<file path="src/rtl/sat_counter.sv">
// Up-counter that sticks at all-ones.
// clr is synchronous and wins over inc.
module sat_counter #(
    parameter int WIDTH = 8
) (
    input  logic             clk,
    input  logic             reset,
    input  logic             inc,
    input  logic             clr,
    output logic [WIDTH-1:0] q
);

    // count up until all-ones, then hold
    always_ff @(posedge clk or negedge reset) begin
        if (!reset) begin
            q <= '0;
        end else if (clr) begin
            q <= '0;
        end else if (inc && (q != {WIDTH{1'b1}})) begin
            q <= q + WIDTH'(1);
        end
    end

endmodule

</file>
<file path="config.mk">
export PLATFORM = sky130hd
export DESIGN_NAME = sat_counter
export DESIGN_NICKNAME = d
export VERILOG_FILES = /design/src/rtl/sat_counter.sv
export SDC_FILE = /design/constraint.sdc
export NUM_CORES = 1
export LEC_CHECK = 0
export CAP_MARGIN = 20
export CORE_AREA = 2 2 39 41
export DETAILED_ROUTE_END_ITERATION = 16
export DIE_AREA = 0 0 41 43
export PLACE_DENSITY_LB_ADDON = 0.05
export SLEW_MARGIN = 10
export SYNTH_ARGS = -nofsm -noshare
export SYNTH_HDL_FRONTEND = slang
export SYNTH_SLANG_ARGS = --single-unit
</file>
<file path="constraint.sdc">
create_clock -name clk -period 2.47 [get_ports clk]
set_input_delay 0.494 -clock clk [delete_from_list [all_inputs] [get_ports clk]]
set_output_delay 0.494 -clock clk [all_outputs]
set_load 0.03 [all_outputs]
</file>
==> results.yml, run 1 <==
outcome:
  outcome: "finished clean"
die:
  core-area_um2: 1380
  die_w_um: 41
  start_util: 0.335
  die_y_um: 43
  rows: 14
  io_pins: 12
  die-area_um2: 1760
critical_path:
  rr_worst_depth: 4
  crit_path_top_delay_cell: "clkdlybuf4s50_1"
  crit_type: "reg2out"
  cpPeakStageDelay_ps: 710
  worst-path-max-fanout: 7
  critPathRequiredTime_ps: 1980
  critPathBufInv: 1
  critPathTopFamily: "buffers and inverters"
  worst_setup_path_start_kind: "register"
  cp-end-kind: "primary output"
  cp_num_cells: 1
  cp_cell_sequence: "clkdlybuf4s50_1"
  arrival_ps: 1420
logic_synthesis:
  synth_warnings: 0
  async_reset_ff_frac: 1.00
  ys_types: 28
  syn_area_um2: 464
  syn_inst: 49
  ys_ff_latch: 8
  synthMuxAreaShare: 0.0701
  synth_edf_count: 0
  synth-simple-area-share: 0.310
  synth_compound_area_frac: 0.127
  synth_top_family_by_area: "simple AND/OR/NAND/NOR gates"
  synth_nets: 54
  synth-seq-area-share: 0.431
  synthFlopType: "dfrtp_1"
  synth_area_per_cell_um2: 9.47
  synth-xor-area-share: 0
  synthAdderAreaFrac: 0.0270
clock_network:
  cts_buffers: 3
  post_cts_buffers: 0
  cts_hold_buf: 0
  clk_latency_ps: 250
  htreeDepth: 1
  ctsRootBufferMaster: "clkbuf_4"
  ctsResizeCount: 0
  clockBufferDepth: 2
  cts_tree: "built"
  cts_sinks: 8
  clk_pin_slew_ps: 50
sta:
  fmax_mhz: 524
  hold_viol_final: 0
  setup_violations: 0
  tightest_slew_ps: 362
  post-route-period-util: 0.773
  rsz0062_at_grt: "false"
  hold_ws_ps: 523
  tns_ps: 0
  min_period_ps: 1910
  fin_skew_ps: 0.544
  drv_slew: 0
  slew_headroom: 0.753
cells_and_area:
  largest_reg_flops: 8
  antenna_cells: 0
  synthToLayoutAreaGrowth_pct: 31.0
  regMostFlops: "q"
  reg.largest.list: "q: 8 flops"
  layout-drive-gt1-share: 0.115
  fin_nets: 68
routing:
  post-route-drc-count: 0
  drt_wl_total_mm: 1.07
  wl_per_cell_um: 13.8
  ant_nets: 0
  avgViaCountPerCell: 5.58
  via_count: 430
  drt_iter0_markers: 14
  dr.pass1.iters: 5
job:
  cap_violations: 0
min_path:
  holdCritPathClass: "in2async"
pwr:
  p_per_area_nw_per_um2: 450
  ir_drop_uv: 222
  leakagePower_nw: 0.238
grt:
  antenna_found_initial: 0
  grt_first_pass_wirelength_mm: 1.77
  gr-usage-all-layers: 0.152
  grt_overflow_total: 0
  grt_pass1_vias: 385
  grt_max_degree: 12
place:
  gp_congestion: 0.709
  portBuffers: 11
  dp_hpwl_um: 738
## synthesized netlist by cell type, drive strengths merged, types with 2 or more instances
cell    n  area [um^2]
nor2    2         7.51
nor3    4         20.0
nand2b  3         18.8
mux2    2         22.5
and4    2         18.8
nand3   3         20.0
nand2   2         7.51
a21oi   3         15.0
inv     2         7.51
dfrtp   8          200
nor2b   3         18.8
## cell usage in the layout, fill, tap and decap left out, types with 2 or more instances in the layout
cell,n
clkdlybuf4s50_1,11
dfrtp_1,8
nor3_1,4
a21oi_1,3
nand2b_1,3
nor2b_1,3
clkbuf_4,3
nand3_1,2
nor2_1,2
mux2_2,2
inv_1,2
nand2_1,2
## final cells by class
cell class / count / area (um^2)
Timing Repair Buffer: 11 / 110
Inverter: 2 / 7.51
Fill cell: 140 / 776
Multi-Input combinational cell: 37 / 248
Sequential cell: 8 / 200
Tap cell: 16 / 20.0
Clock buffer: 3 / 22.5
## worst paths after layout
check                           start  endpoint  slack (ps)
worst min-delay path            reset      q[6]         520
max in group asynchronous       reset      q[0]        1680
worst max register to register   q[0]      q[0]         740
min in group clk                 q[7]      q[7]         580
worst max-delay path             q[2]      q[2]         560
worst min register to register   q[7]      q[7]         580
## report_power, final
group	internal (mW)	switching, mW	leakage [nW]	total (mW)
Sequential	0.134	0.00511	0.110	0.139
Clock	0.0556	0.0439	0.0138	0.0995
Combinational	0.0158	0.0192	0.114	0.0350
## metal layers
metal / GRT usage / share of wire / up-vias
li1: - / - / 206
met3: 0.0314 / 0.053 / 2
met4: 0.100 / 0.0085 / 0
met5: 0 / 0 / -
met2: 0.206 / 0.49 / 16
met1: 0.207 / 0.44 / 206
## per-stage QoR
step	std cells	total power [mW]	utilization	instance area (um^2)	worst slack, ps
after floorplan	49	0.160	-	464	723
after detailed placement	74	0.177	0.423	586	524
after global placement	74	0.176	0.423	586	541
after global routing	77	0.292	0.439	608	512
final	77	0.274	0.439	608	561
after CTS	77	0.282	0.439	608	554
## logic make-up (layout without fill, tap and decap cells)
group	count (synthesis)	count (layout)
mux	3	3
compound gates	9	9
flops	8	8
simple gates	24	24
fa+ha+maj	1	1
buf+inv	4	16
(Power assumes the default switching activity.)
==> run 2: changes to the inputs <==
==> constraint.sdc (replaced) <==
create_clock -name clk -period 1.9 [get_ports clk]
set_input_delay 0.38 -clock clk [delete_from_list [all_inputs] [get_ports clk]]
set_output_delay 0.38 -clock clk [all_outputs]
set_load 0.03 [all_outputs]
==> results.yml, run 2 (same netlist as run 1, synthesis figures left out) <==
outcome:
  outcome: "finished clean"
routing:
  drt_iter0_markers: 14
  ant_nets: 0
  via_count: 419
  dr.pass1.iters: 4
  drt_wl_total_mm: 1.03
  avgViaCountPerCell: 5.30
  wl_per_cell_um: 13.1
  post-route-drc-count: 0
cells_and_area:
  reg.largest.list: "q: 8 flops"
  fin_nets: 70
  final_core_util: 0.450
  fillCellCount: 143
  synthToLayoutAreaGrowth_pct: 34.2
  layout-drive-gt1-share: 0.143
  largest_reg_flops: 8
  regArea_um2: 200
  final_common_cell: "clkdlybuf4s50_1"
  multi_input_area_um2: 248
  layout_common_cells: "11 x clkdlybuf4s50_1, 8 x dfrtp_1, 4 x nor3_1"
  regMostFlops: "q"
  final_area_um2: 623
  antenna_cells: 0
place:
  portBuffers: 11
  placed_area_um2: 601
  gp_congestion: 0.737
  post-place-ws_ps: 181
  dp_hpwl_um: 758
sta:
  fin_skew_ps: 1.50
  min_period_ps: 1800
  drv_slew: 0
  setup_violations: 0
  tns_ps: 0
  tightest_slew_ps: 369
  rsz0062_at_grt: "false"
  hold_viol_final: 0
  fmax_mhz: 556
  slew_headroom: 0.748
  post-route-period-util: 0.946
  finalWorstSetupSlack_ps: 103
die:
  die-area_um2: 1760
  rows: 14
  start_util: 0.335
  core-area_um2: 1380
  io_pins: 12
  die_w_um: 41
  die_y_um: 43
critical_path:
  ff2ff_setup_slack_ps: 260
  worst_setup_path_start_kind: "register"
  worst-path-max-fanout: 7
  critPathRequiredTime_ps: 1520
  cp_num_cells: 1
  r2r-start: "q[0]"
  r2r_end: "q[0]"
  critPathTopFamily: "buffers and inverters"
  arrival_ps: 1420
  critPathBufInv: 1
  crit_type: "reg2out"
  rr_worst_depth: 4
  cp_cell_sequence: "clkdlybuf4s50_1"
  crit_path_top_delay_cell: "clkdlybuf4s50_1"
  cpPeakStageDelay_ps: 710
  cp-end-kind: "primary output"
grt:
  gr-usage-all-layers: 0.150
  antenna_found_initial: 0
  grt_first_pass_wirelength_mm: 1.73
  grt_max_degree: 12
  grt_overflow_total: 0
  grt_pass1_vias: 384
pwr:
  leakagePower_nw: 0.249
  total_power_mw: 0.364
  p_per_area_nw_per_um2: 584
  ir_drop_uv: 213
min_path:
  holdCritPathClass: "in2async"
clock_network:
  htreeDepth: 1
  clk_latency_ps: 260
  cts_hold_buf: 0
  cts_sinks: 8
  post_cts_buffers: 0
  cts_tree: "built"
  clockBufferDepth: 2
  cts_buffers: 3
  ctsResizeCount: 0
  clk_pin_slew_ps: 60
  ctsRootBufferMaster: "clkbuf_4"
job:
  cap_violations: 0
-- run 2: cell count changes in the layout (fill, tap and decap cells not counted), sizes merged --
cell	change
buf	+2
-- run 2: area by class of cell --
| cell class | count | share of cell area |
|---|---|---|
| Multi-Input combinational cell | 37 | 0.398 |
| Sequential cell | 8 | 0.321 |
| Clock buffer | 3 | 0.0361 |
| Inverter | 2 | 0.0120 |
| Tap cell | 16 | 0.0321 |
| Timing Repair Buffer | 13 | 0.201 |
-- run 2: report_power, final --
group | switching, mW | internal (mW)
clock network | 0.0628 | 0.0726
registers | 0.00621 | 0.175
logic | 0.0254 | 0.0223
total | 0.0944 | 0.269
-- run 2: per-layer routing --
layer  GRT usage  share of wire
met3      0.0471          0.039
met2       0.194           0.44
met4      0.0800          0.017
met5           0              0
met1       0.215           0.50
-- run 2: per-stage QoR --
stage	cells	hold WS [ps]
2_1_floorplan	49	84.4
3_3_place_gp	76	570
3_5_place_dp	76	584
4_1_cts	79	422
5_1_grt	79	427
6_report	79	404
-- run 2: how the worst max path moves through the flow --
stage	endpoint	startpoint	slack [ps]
3_3_place_gp	q[5]	inc	170
4_1_cts	q[2]	q[2]	100
6_report	q[2]	q[2]	100
2_1_floorplan	q[0]	q[0]	150
5_1_grt	q[2]	q[2]	40
3_5_place_dp	q[5]	inc	180
==> patch 1 (config.mk and constraints of run 1) <==
Set the parameter `WIDTH` to 6 (it was 8).
--- a/src/rtl/sat_counter.sv
+++ b/src/rtl/sat_counter.sv
@@ -1,7 +1,7 @@
 // Up-counter that sticks at all-ones.
 // clr is synchronous and wins over inc.
 module sat_counter #(
-    parameter int WIDTH = 8
+    parameter int WIDTH = 6
 ) (
     input  logic             clk,
     input  logic             reset,
Interface: changed (resized q); port bits go from 12 to 10. No check against the original RTL was run, so the function may have changed too.
==> patch 1 against run 1 <==
First-iteration DRC count fell by 57%. Routed wire length shrank 21%. Total power up 3.7%. Cell area shrank 23%. Clock skew up 0.0028 ns. Register-to-register slack improved by 0.39 ns. Sequential cell count fell by 2. Synthesized area is 26% lower. Non-clock buffer count down 2. Clock power down 5.1%. Worst setup slack improved by 0.031 ns. Critical path type unchanged. Largest power group unchanged.
==> patch 1: results (changes against run 1) <==
[pwr]
leakagePower_uw = 0.0001858  ; -22%
powerSeq_uw = 118  ; -15%
pwr-share-clk_pct = 33.2  ; -3.1 points

[global_routing]
track_usage_pct = 12.11  ; -3.0 points
global_route.usage.met1_pct = 14.38  ; -6.3 points
grt_pass1_wl_um = 1345  ; -24%
grt_pass1_vias = 310  ; -19%
use_met2_pct = 16.88  ; -3.7 points
grt_max_degree = 11  ; -1

[route]
dr.pass1.iters = 4  ; -1
route.met2.wl_um = 373  ; -29%
wl_met3_um = 67  ; +20%
wirelength_met1_um = 368  ; -22%
vias = 343  ; -20%
dr.first_iter.drc_count = 6  ; -8
wl_um = 846  ; -21%

[synth]
synth_nets = 40  ; -26%
synthTopCellsByArea = dfrtp_1, o311ai_0, a211oi_1, nor3b_1, a31oi_1
synthMuxAreaShare_pct = 0  ; -7.0 points
synth-seq-area-share_pct = 43.48  ; +0.35 points
synth_adder_area_share_pct = 3.623  ; +0.93 points

[worst_setup_path]
rrSetupSlack_ns = 1.13  ; +0.39 ns
crit_path_end = q[0]
cp_max_fo = 6  ; -1
worst_ep_arrival_time_ns = 1.38  ; -0.04 ns

[finish]
layout.nets = 53  ; -22%
drive_gt1_share_pct = 8.696  ; -2.8 points

[sta]
tightestPinTransition_ns = 0.3390  ; -0.02267 ns

[outcome]
outcome = complete, no violations

[placed_design]
dp_hpwl_um = 630.6  ; -15%
port_buffers = 9  ; -2

[patch 1: cell types whose count changed in the layout (fill, tap and decap cells not counted), moves of 2 or more]
cell	delta
a21oi_1	-2
nand2b_1	-3
o311ai_0	+2
clkdlybuf4s50_1	-2
nor2b_1	-3
nor3_1	-3
mux2_2	-2
dfrtp_1	-2
[patch 1: stage by stage]
step	hold WS, ns	total power, uW	cells	util, %	setup slack [ns]
2_1_floorplan	0.1984	161.0	35	-	1.082
3_3_place_gp	0.5791	190.9	59	32.10	0.6673
3_5_place_dp	0.5821	192.0	59	32.10	0.6086
4_1_cts	0.5079	287.3	62	33.73	0.5755
5_1_grt	0.5139	301.3	62	33.73	0.5390
6_report	0.4947	284.0	62	33.73	0.5921
[patch 1: layout make-up]
type / count / area [um^2]
inverter: 2 / 7.507
fill: 156 / 917.1
tap: 16 / 20.02
multi-input combinational: 26 / 176.4
clock buffer: 3 / 22.52
timing repair buffer: 9 / 90.09
sequential: 6 / 150.1
==> patch 2 (config.mk and constraints of run 1) <==
Made on the original files. Register the inputs `inc` and `clr` before use, cleared by the reset. The logic sees them one clock later.
--- a/src/rtl/sat_counter.sv
+++ b/src/rtl/sat_counter.sv
@@ -10,13 +10,26 @@
     output logic [WIDTH-1:0] q
 );
 
+    logic inc_q;
+    logic clr_q;
+
+    always_ff @(posedge clk or negedge reset) begin
+        if (!reset) begin
+            inc_q <= '0;
+            clr_q <= '0;
+        end else begin
+            inc_q <= inc;
+            clr_q <= clr;
+        end
+    end
+
     // count up until all-ones, then hold
     always_ff @(posedge clk or negedge reset) begin
         if (!reset) begin
             q <= '0;
-        end else if (clr) begin
+        end else if (clr_q) begin
             q <= '0;
-        end else if (inc && (q != {WIDTH{1'b1}})) begin
+        end else if (inc_q && (q != {WIDTH{1'b1}})) begin
             q <= q + WIDTH'(1);
         end
     end
Formal check against the unedited RTL: not equivalent (Yosys sat finds a counterexample within 4 cycles, from zero or initial values and one cycle with reset low).
==> patch 2 against run 1 <==
Via count grew 4.2%. Synthesized area grew 11%. Cell area grew 10%. Clock power grew 46%. Utilization grew 4.6 points. Worst setup slack lost 0.0044 ns. Combinational power shrank 9.1%. Non-clock buffer count is the same. Sequential cell count grew 2. Routed wire length grew 2.8%. Clock skew is essentially flat. Total power grew 29%. Critical path depth is the same. Largest power group unchanged.
==> patch 2: results (changes against run 1) <==
[route]
wl_met3_um = 87  ; +55%
wire_per_inst_um = 13.69  ; -1.0%
dr.pass1.iters = 4  ; -1
vias = 448  ; +4.2%
top_layer_used = met3
wirelength_met1_um = 488  ; +3.2%
dr.first_iter.drc_count = 5  ; -9
route.met2.wl_um = 518  ; -1.5%

[sta]
max-slew-margin-rel_pct = 70.00  ; -5.3 points
layout_setup_ws_ns = 0.5566  ; -0.004387 ns
skew_ns = 0.0002790  ; -0.0002647 ns
hold_slack_ns = 0.5445  ; +0.02160 ns

[pwr]
leakagePower_uw = 0.0002690  ; +13%
irDropWorstVdd_mv = 0.3032  ; +37%

[worst_setup_path]
r2r_end = q[0]
slowest_delay_ns = 0.71  ; about the same
rrSetupSlack_ns = 0.77  ; +0.03 ns
path_delay_family = buffers and inverters

[finish]
instances_no_fill = 80  ; +3.9%
diodes = 0  ; unchanged
top_regs = q: 8 flops, clr_q: 1 flops, inc_q: 1 flops
layout.nets = 70  ; +2.9%
final_area_um2 = 671.9  ; +10%
drive_gt1_share_pct = 12.50  ; +1.0 points

[synth]
synth_nets = 56  ; +3.7%
synth_cells = 51  ; +4.1%
synth-seq-area-share_pct = 48.66  ; +5.5 points
synth_cell_type_count = 28  ; unchanged
synthTopCellsByArea = dfrtp_1, mux2_2, nor3_1, nand2b_1, nor2b_1
yosys-top-cells-count = dfrtp_1, nor3_1, a21oi_1, nand2b_1, nor2b_1

[placed_design]
place_area_um2 = 635.6  ; +8.5%
placedCellCount = 76  ; +2.7%
dp_hpwl_um = 798.8  ; +8.2%
routabilityCongestion = 0.7193  ; +1.5%
port_buffers = 11  ; unchanged
pre_cts_slack_ns = 0.7834  ; +0.2595 ns

[clocking]
path_clk_slew_ns = 0.07  ; +0.02 ns

[outcome]
outcome = complete, no violations

[global_routing]
grt_pass1_vias = 428  ; +11%
global_route.usage.met1_pct = 22.59  ; +1.9 points
track_usage_pct = 17.04  ; +1.9 points
use_met2_pct = 25.00  ; +4.4 points
grt_pass1_wl_um = 2001  ; +13%
use_met3_pct = 5.759  ; +2.6 points

patch 2: cell type report:
class                           count  area, um^2
Clock buffer                        4       36.28
Fill cell                         155       711.9
Inverter                            2       7.507
Multi-Input combinational cell     37       247.7
Sequential cell                    10       250.2
Tap cell                           16       20.02
Timing Repair Buffer               11       110.1
patch 2: power by group:
| group | switching [uW] | leakage, uW | total (uW) | internal [uW] |
|---|---|---|---|---|
| combinational | 16.1 | 0.000114 | 31.8 | 15.7 |
| clock | 55.5 | 0.0000210 | 145 | 89.4 |
| sequential | 9.49 | 0.000134 | 178 | 168 |
| total | 81.1 | 0.000269 | 355 | 274 |
patch 2: cell families after synthesis:
family | synth area share (%)
AND/OR/NAND/NOR | 27.99
flip-flops | 48.66
AO/OA/AOI/OAI | 11.44
buffers and inverters | 3.162
multiplexers | 6.326
adder cells (fa/ha/maj) | 2.433
